<file path="src/rtl/pokey_write_capture.sv">
// Purpose: turns Atari 7800 CPU writes to the POKEY window into single register-write transactions.
// Latency: pin to synchronised copy 2 clk; push 2-3 clk after PHI2 falls; wr_valid the clk after.
// Backpressure: show-ahead FIFO drained by wr_valid/wr_ready; a push into a full FIFO is dropped and sets overflow.
module pokey_write_capture #(
  parameter logic [11:0] BASE_ADDR  = 12'h045,
  parameter int          FIFO_DEPTH = 4,
  parameter int          SETTLE     = 3
) (
  input  logic                        clk,
  input  logic                        rst,
  input  logic [15:0]                 a,
  input  logic [7:0]                  d_in,
  input  logic                        phi2,
  input  logic                        rw,
  input  logic                        halt,
  output logic                        wr_valid,
  output logic [3:0]                  wr_addr,
  output logic [7:0]                  wr_data,
  input  logic                        wr_ready,
  output logic [$clog2(FIFO_DEPTH):0] level,
  output logic                        overflow
);

  localparam int PW = $clog2(FIFO_DEPTH);
  localparam int LW = PW + 1;
  localparam int CW = (SETTLE > 1) ? $clog2(SETTLE) : 1;
  // SETTLE is left when the counter is about to reach SETTLE-1.
  localparam logic [CW-1:0] SETTLE_LAST = CW'((SETTLE > 1) ? SETTLE - 2 : 0);
  localparam logic [LW-1:0] FULL_LEVEL  = LW'(FIFO_DEPTH);

  typedef struct packed {
    logic [15:0] a;
    logic [7:0]  d;
    logic        phi2;
    logic        rw;
    logic        halt;
  } bus_t;

  typedef struct packed {
    logic [3:0] addr;
    logic [7:0] data;
  } entry_t;

  typedef enum logic [1:0] {
    ST_IDLE,
    ST_SETTLE,
    ST_SAMPLE
  } state_t;

  bus_t          bus_m_q, bus_m_d;
  bus_t          bus_s_q, bus_s_d;
  logic [1:0]    fill_q, fill_d;
  logic          p2_prev_q, p2_prev_d;
  state_t        state_q, state_d;
  logic [CW-1:0] cnt_q, cnt_d;
  entry_t        cand_q, cand_d;
  logic          cand_hit_q, cand_hit_d;
  entry_t        mem_q [FIFO_DEPTH];
  entry_t        mem_d [FIFO_DEPTH];
  logic [PW-1:0] wr_ptr_q, wr_ptr_d;
  logic [PW-1:0] rd_ptr_q, rd_ptr_d;
  logic [LW-1:0] level_q, level_d;
  logic          overflow_q, overflow_d;

  logic p2;
  logic p2_rise;
  logic hit;
  logic push_req;
  logic pop;
  logic full;
  logic push_ok;

  assign p2      = bus_s_q.phi2;
  assign p2_rise = p2 && !p2_prev_q;
  assign hit     = (bus_s_q.a[15:4] == BASE_ADDR) && !bus_s_q.rw && bus_s_q.halt;

  // Two-stage synchroniser; fill tracks when stage 2 holds real pin data again after reset,
  // and until then p2_prev is forced high so a PHI2 cycle already in progress is not seen as a rise.
  always_comb begin
    bus_m_d   = {a, d_in, phi2, rw, halt};
    bus_s_d   = bus_m_q;
    fill_d    = {fill_q[0], 1'b1};
    p2_prev_d = fill_q[1] ? p2 : 1'b1;
  end

  // Capture FSM: wait out the settle time, track the bus while PHI2 is high, commit on the fall.
  always_comb begin
    state_d    = state_q;
    cnt_d      = cnt_q;
    cand_d     = cand_q;
    cand_hit_d = cand_hit_q;
    push_req   = 1'b0;
    case (state_q)
      ST_IDLE: begin
        if (p2_rise) begin
          cnt_d      = '0;
          cand_hit_d = 1'b0;
          state_d    = (SETTLE > 1) ? ST_SETTLE : ST_SAMPLE;
        end
      end
      ST_SETTLE: begin
        if (!p2) begin
          state_d = ST_IDLE;
        end else if (cnt_q == SETTLE_LAST) begin
          cnt_d   = cnt_q + CW'(1);
          state_d = ST_SAMPLE;
        end else begin
          cnt_d = cnt_q + CW'(1);
        end
      end
      ST_SAMPLE: begin
        if (p2) begin
          cand_d     = {bus_s_q.a[3:0], bus_s_q.d};
          cand_hit_d = hit;
        end else begin
          push_req = cand_hit_q;
          state_d  = ST_IDLE;
        end
      end
      default: state_d = ST_IDLE;
    endcase
  end

  // Show-ahead FIFO; a pop in the same cycle frees the slot a full-FIFO push needs.
  always_comb begin
    pop        = (level_q != '0) && wr_ready;
    full       = (level_q == FULL_LEVEL);
    push_ok    = push_req && (!full || pop);
    mem_d      = mem_q;
    wr_ptr_d   = wr_ptr_q;
    rd_ptr_d   = rd_ptr_q;
    level_d    = level_q;
    overflow_d = overflow_q || (push_req && !push_ok);
    if (push_ok) begin
      mem_d[wr_ptr_q] = cand_q;
      wr_ptr_d        = wr_ptr_q + PW'(1);
    end
    if (pop) begin
      rd_ptr_d = rd_ptr_q + PW'(1);
    end
    case ({push_ok, pop})
      2'b10:   level_d = level_q + LW'(1);
      2'b01:   level_d = level_q - LW'(1);
      default: level_d = level_q;
    endcase
  end

  // State register for synchroniser, FSM and FIFO with synchronous reset.
  always_ff @(posedge clk) begin
    if (rst) begin
      bus_m_q    <= '0;
      bus_s_q    <= '0;
      fill_q     <= '0;
      p2_prev_q  <= 1'b1;
      state_q    <= ST_IDLE;
      cnt_q      <= '0;
      cand_q     <= '0;
      cand_hit_q <= 1'b0;
      for (int i = 0; i < FIFO_DEPTH; i++) begin
        mem_q[i] <= '0;
      end
      wr_ptr_q   <= '0;
      rd_ptr_q   <= '0;
      level_q    <= '0;
      overflow_q <= 1'b0;
    end else begin
      bus_m_q    <= bus_m_d;
      bus_s_q    <= bus_s_d;
      fill_q     <= fill_d;
      p2_prev_q  <= p2_prev_d;
      state_q    <= state_d;
      cnt_q      <= cnt_d;
      cand_q     <= cand_d;
      cand_hit_q <= cand_hit_d;
      mem_q      <= mem_d;
      wr_ptr_q   <= wr_ptr_d;
      rd_ptr_q   <= rd_ptr_d;
      level_q    <= level_d;
      overflow_q <= overflow_d;
    end
  end

  assign wr_valid = (level_q != '0);
  assign wr_addr  = mem_q[rd_ptr_q].addr;
  assign wr_data  = mem_q[rd_ptr_q].data;
  assign level    = level_q;
  assign overflow = overflow_q;

endmodule
</file>
<file path="config.mk">
export PLATFORM = sky130hd
export DESIGN_NAME = pokey_write_capture
export DESIGN_NICKNAME = d
export VERILOG_FILES = /design/src/rtl/pokey_write_capture.sv
export SDC_FILE = /design/constraint.sdc
export NUM_CORES = 1
export LEC_CHECK = 0
export ABC_CLOCK_PERIOD_IN_PS = 2700
export BUFFER_PORTS_ARGS = -buffer_cell sky130_fd_sc_hd__buf_4
export CAP_MARGIN = 30
export CORE_AREA = 3 3 102 104
export CTS_BUF_LIST = sky130_fd_sc_hd__clkbuf_4 sky130_fd_sc_hd__clkbuf_8
export DETAILED_ROUTE_END_ITERATION = 7
export DIE_AREA = 0 0 105 107
export GPL_TIMING_DRIVEN = 0
export PLACE_DENSITY_LB_ADDON = 0.12
export SLEW_MARGIN = 25
export SYNTH_ARGS = -nofsm -noshare
export SYNTH_HDL_FRONTEND = slang
export SYNTH_SLANG_ARGS = --single-unit
</file>
<file path="constraint.sdc">
create_clock -name clk -period 2.7 [get_ports clk]
set_input_delay 0.405 -clock clk [delete_from_list [all_inputs] [get_ports clk]]
set_output_delay 0.405 -clock clk [all_outputs]
set_load 0.05 [all_outputs]
</file>
* After elaboration in Yosys (flattened, before gate mapping)
Index checks and enable logic that the tools add are counted.
** Storage, ports and cells
- Bits in registers :: 130
- Bits in latches :: 0
- Memory bits (writable) :: 0
- Memory bits (read-only) :: 0
- Input port bits :: 30
- Output and inout port bits :: 17
- Word-level logic and storage cells :: 97
- Memories kept :: 0
** Operators by class
- $add $sub $neg :: 5
- Multiply operators :: 0
- Divide/modulo/power cells :: 0
- Magnitude comparators :: 3
- Eq/ne operators :: 12
- Shift operators :: 0
- Mux-type cells :: 21
- Bitwise operators :: 3
- Reductions and logical operators :: 23
** Operators with widths (number)
- $bwmux 48 :: 1
- $mux 12 :: 3
- $bmux 12 s2 :: 1
- $demux 12 s2 :: 1
- $eq 12x7->1 const B :: 1
- $mux 2 :: 6
- $reduce_and 3->1 :: 3
- $ne 2x2->1 const B :: 4
- $logic_and 1x1->1 :: 7
- $add 2x1->2 const B :: 3
- $eq 2x1->1 const B :: 3
- $ge 3x3->1 const B :: 2
- $not 2->3 :: 2
- $pmux 2 s3 :: 1
- $pmux 3 s2 :: 1
- $reduce_bool 2->1 :: 3
- $mux 1 :: 5
- $eq 2x2->1 const B :: 2
- $logic_not 1->1 :: 4
- $pmux 2 s2 :: 1
- $add 3x1->3 const B :: 1
- $eq 3x3->1 const B :: 1
- $lt 3x1->1 const B :: 1
- $ne 3x3->1 const B :: 1
- other kinds (8) :: 9

* Logic depth before layout (Yosys ltp)
- Depth in word-level cells :: 7
- Mapped depth :: 9
- Gate-level depth less buffers :: 8

* Worst setup path before layout
Ideal clock, no wire load.
- Path kind :: register to register
- Start point :: reg level_q[2], in the netlist level[2]
- End point :: reg level_q[2], in the netlist level[2]
- Library setup time :: 0.071 ns
- Arrival :: 2.514 ns
- Data required time :: 2.629 ns
- Slack :: 0.116 ns
- Stages on the path, launching flop included :: 10
- Path buffers :: 1
- Clock period less this slack :: 2.584 ns
- Cells stage by stage :: dfxtp_1 > or4b_1 > buf_2 > nand2_1 > ha_1 > inv_1 > fa_1 > xor2_1 > or3_1 > a21oi_1
** Between the ends
- Word-level cells in the longest chain between the ends :: 6
- Elaborated cells between the ends (all ways) :: 12
- Classes of those cells :: 2 x add/sub; 3 x eq/ne; 1 x mux; 6 x reduce/logical
** RTL lines
- start: declaration :: RTL line 62 : logic [LW-1:0] level_q, level_d;
- start signal: assignment :: RTL line 178 : level_q <= level_d;
- $eq 3x3->1 / $reduce_bool 3->1 (equally long branches) :: RTL line 127, 126
- $logic_not 1->1 / $logic_and 1x1->1 (equally long branches) :: RTL line 128, 126
- $logic_or 1x1->1 :: RTL line 128 : push_ok = push_req && (!full || pop);
- $logic_and 1x1->1 :: RTL line 128
- $eq 2x1->1 / $eq 2x2->1 (equally long branches) :: RTL line 141 : case ({push_ok, pop})
- $pmux 3 s2 / $reduce_bool 2->1 (equally long branches)
Parallel ways exist; a longest one is shown, timed or not.
A chain may end at the register's enable or synchronous reset.

* Final worst setup path
- Start point :: reg rd_ptr_q[0]
- End point :: out wr_data[5]
** Between the ends
- Word-level cells in the longest chain between the ends :: 4
** RTL lines
- start: declaration :: RTL line 61 : logic [PW-1:0] rd_ptr_q, rd_ptr_d;
- start signal: assignment :: RTL line 177 : rd_ptr_q <= rd_ptr_d;
- $not 2->3 (not written as such) :: RTL line 185 : assign wr_data = mem_q[rd_ptr_q].data;
- $bmux 12 s2 :: RTL line 185
- $mux 12 (not written as such) (2 in a row) :: RTL line 185
- end: declaration :: RTL line 18 : output logic [7:0] wr_data,
No other way between the ends. The select of a mux whose other input is x is not followed.

==> results.txt <==
status: finished, final reports clean
clk_skew: 0.00714 ns
HP Class: in2reg
Synth Warn #: 0
critical path's largest stage delay: 0.58 ns
max_cap viols: 0
Layout Cells excl Fill: 637
Clock Power Share: 0.463
Placer Congestion: 0.771
highest clock rate: 393 MHz
sw power: 0.873 mW
Req. time, crit path: 2.30 ns
first-pass GRT wire length: 14.1 mm
Synth Instances: 427
leak pwr: 2.43 nW
total wire length: 8.39 mm
flop-to-flop setup slack: 0.27 ns
arrival time worst endpoint: 2.14 ns
CP Launch Type: flop
RR Startpoint: level[0]
Sink Count: 130
vias in the first global route: 3,064
Crit path depth: 3
Placed Cells: 605
Clock Path Buffers: 2
Tightest Pin Transition: 0.697 ns
pre-CTS setup slack: 0.186 ns
grt total ovfl: 0
cts bufs inserted: 17
hold buffers post-CTS: 0
commonest non-fill, non-tap cells in the layout: 130 x dfxtp_1, 62 x nand2_1, 60 x mux2i_1
worst setup margin: 0.153 ns
Core ar.: 0.00964 mm2
FILL cells: 858
largest net degree at the start of global routing: 17
Reg clk slew, reported paths: 0.08 ns
Worst Setup End Kind: primary output
final setup fails: 0
Fin Setup TNS: 0 ns
die area: 0.0112 mm2
Hold Slack: 0.186 ns
fin. max-slew vios: 0
nets: 528
Top-Level Pins: 47
reg2reg path depth: 9
crit path launch: rd_ptr_q[0]
port bufs: 45
syn avg cell area: 11.0 um2
# diodes: 0
Crit Reg-Reg Endpoint: level[2]
commonest non-fill, non-tap cell in the layout: dfxtp_1
final hold vios: 0
WS Path Type: reg2out
power per cell area: 681 mW/mm2
Area growth, synth to finish: 20.0%
via count of the routed design: 3,042
count of different cell masters after synthesis: 35
syn_nets: 464
CP Buf/Inv Count: 2
Gate power share: 0.027
total power: 3.85 mW
share of cells above drive strength 1: 0.202
Rows: 36
crit-path leading delay family: buffers and inverters
H-tree Lvls: 4
post-CTS sizing: 0
Worst-Skew Late Latency: 0.43 ns
end point of the critical path: wr_data[5]
Post-DP HPWL: 5.98 mm
DR DRC count: 0
CTS tree: built
Initial Util: 0.489
Int Pwr: 2.98 mW
routed len/inst: 13.2 um
Post-CTS Setup Inserts: 0
Switching Fraction: 0.227
Pre-Repair DR Iteration Count: 4
GR Util All Layers: 0.162
Die H: 107 um
vias per cell: 4.78
post-synthesis cell area: 0.00471 mm2
number of synthesized register bits: 130
root buffer cell: clkbuf_8
register area: 0.00260 mm2
crit path max-delay cell type: clkbuf_1
Slew headroom: 0.535
initial antenna violation count: 0
RSZ-0062 raised after global routing: false
Max IR drop VDD: 0.000461 V
Final Critical Period: 2.55 ns
Post-DRT Antenna Nets: 0
sequential share of the synthesized area: 0.552
DR iter-0 viols: 106
period utilisation layout: 0.943
Critical Path Fanout Max: 10
crit-path cells: clkbuf_1, mux4_2, buf_4
overall die width: 105 um
footprint of the multi-input gates: 0.00196 mm2
sequential power share: 0.510
==> layout make-up <==
| class | count | share of cell area |
|---|---|---|
| plain buffers | 24 | 0.0215 |
| well taps | 133 | 0.0294 |
| multi-input cells | 265 | 0.346 |
| flip-flops and latches | 130 | 0.460 |
| clock buffers | 18 | 0.0438 |
| inverters | 8 | 0.00531 |
| repair buffers | 45 | 0.0597 |
| clock inverters | 14 | 0.0341 |
==> cells by family after synthesis <==
family / Yosys count / synth area share
buffers and inverters: 32 / 0.0321
AND/OR/NAND/NOR: 165 / 0.181
flip-flops: 130 / 0.552
XOR/XNOR: 4 / 0.00744
adder cells (fa/ha/maj): 7 / 0.0202
multiplexers: 73 / 0.187
AO/OA/AOI/OAI: 16 / 0.0194
==> worst register-to-register path: cells and delay by family (launching register included) <==
kind	cells	cell delay (ns)
XOR/XNOR	1	0.16
AND/OR/NAND/NOR	3	0.92
adder cells (fa/ha/maj)	2	0.54
AO/OA/AOI/OAI	1	0.13
buffers and inverters	2	0.24
flip-flops	1	0.38
==> how the worst min path moves through the flow <==
stage | from | end | slack (ns) | cells past startpoint
2_1_floorplan | fill_q[1] | p2_prev_q | 0.37 | 1
4_1_cts | a[9] | bus_m_q[20] | 0.17 | 2
5_1_grt | d_in[0] | bus_m_q[3] | 0.16 | 2
6_report | d_in[0] | bus_m_q[3] | 0.19 | 2
3_3_place_gp | fill_q[1] | p2_prev_q | 0.37 | 1
3_5_place_dp | fill_q[1] | p2_prev_q | 0.37 | 1
==> Yosys cell counts <==
cell	instances	area, um2
dfxtp_1	130	2600
buf_6	3	33.8
nor3_1	1	5.00
nor4bb_1	1	10.0
nand4b_1	1	8.76
inv_1	7	26.3
and3_1	1	6.26
nor4b_1	5	43.8
fa_1	1	20.0
mux2_2	1	11.3
nand3b_1	2	15.0
or4b_1	1	10.0
o21ai_0	6	30.0
or4bb_1	1	11.3
nand3_1	7	35.0
and3_4	1	11.3
buf_2	4	20.0
o31a_1	1	8.76
nand2_1	62	233
nor2_1	19	71.3
inv_2	1	3.75
nor2b_1	57	357
or3_1	2	12.5
o311ai_0	2	17.5
xnor2_1	1	8.76
nand2b_1	1	6.26
ha_1	6	75.1
or2_2	2	12.5
buf_4	1	7.51
mux4_2	12	270
a21oi_1	7	35.0
nand4_1	1	6.26
clkbuf_1	16	60.1
xor2_1	3	26.3
mux2i_1	60	601
==> metal layers <==
metal,up-vias,track usage,routed length [um]
li1,1566,-,-
met1,1391,0.179,3680
met2,66,0.285,4110
met3,19,0.0548,429
met4,0,0.0647,171
met5,-,0,0
==> stage by stage <==
stage                     area, um2   util
after global placement         5220  0.541
after floorplan                4710      -
after detailed placement       5220  0.541
after CTS                      5660  0.587
after global routing           5660  0.587
final                          5660  0.587
==> flip-flops by register name (all words and copies together), names as in the netlist <==
signal      count
mem_q          48
state_q         2
p2_prev_q       1
wr_ptr_q        2
cand_hit_q      1
cand_q         12
rd_ptr_q        2
level           3
bus_m_q        27
bus_s_q        26
fill_q          2
p2              1
cnt_q           2
overflow        1
==> power groups by stage <==
| stage | registers [mW] | logic, mW | clock network [mW] |
|---|---|---|---|
| after floorplan | 2.01 | 0.0562 | 0 |
| after global placement | 2.01 | 0.104 | 0 |
| after detailed placement | 2.01 | 0.106 | 0 |
| after CTS | 1.96 | 0.106 | 1.82 |
| after global routing | 1.97 | 0.117 | 1.90 |
| final | 1.96 | 0.103 | 1.78 |
Note: power is estimated with default switching activity, not from simulation.
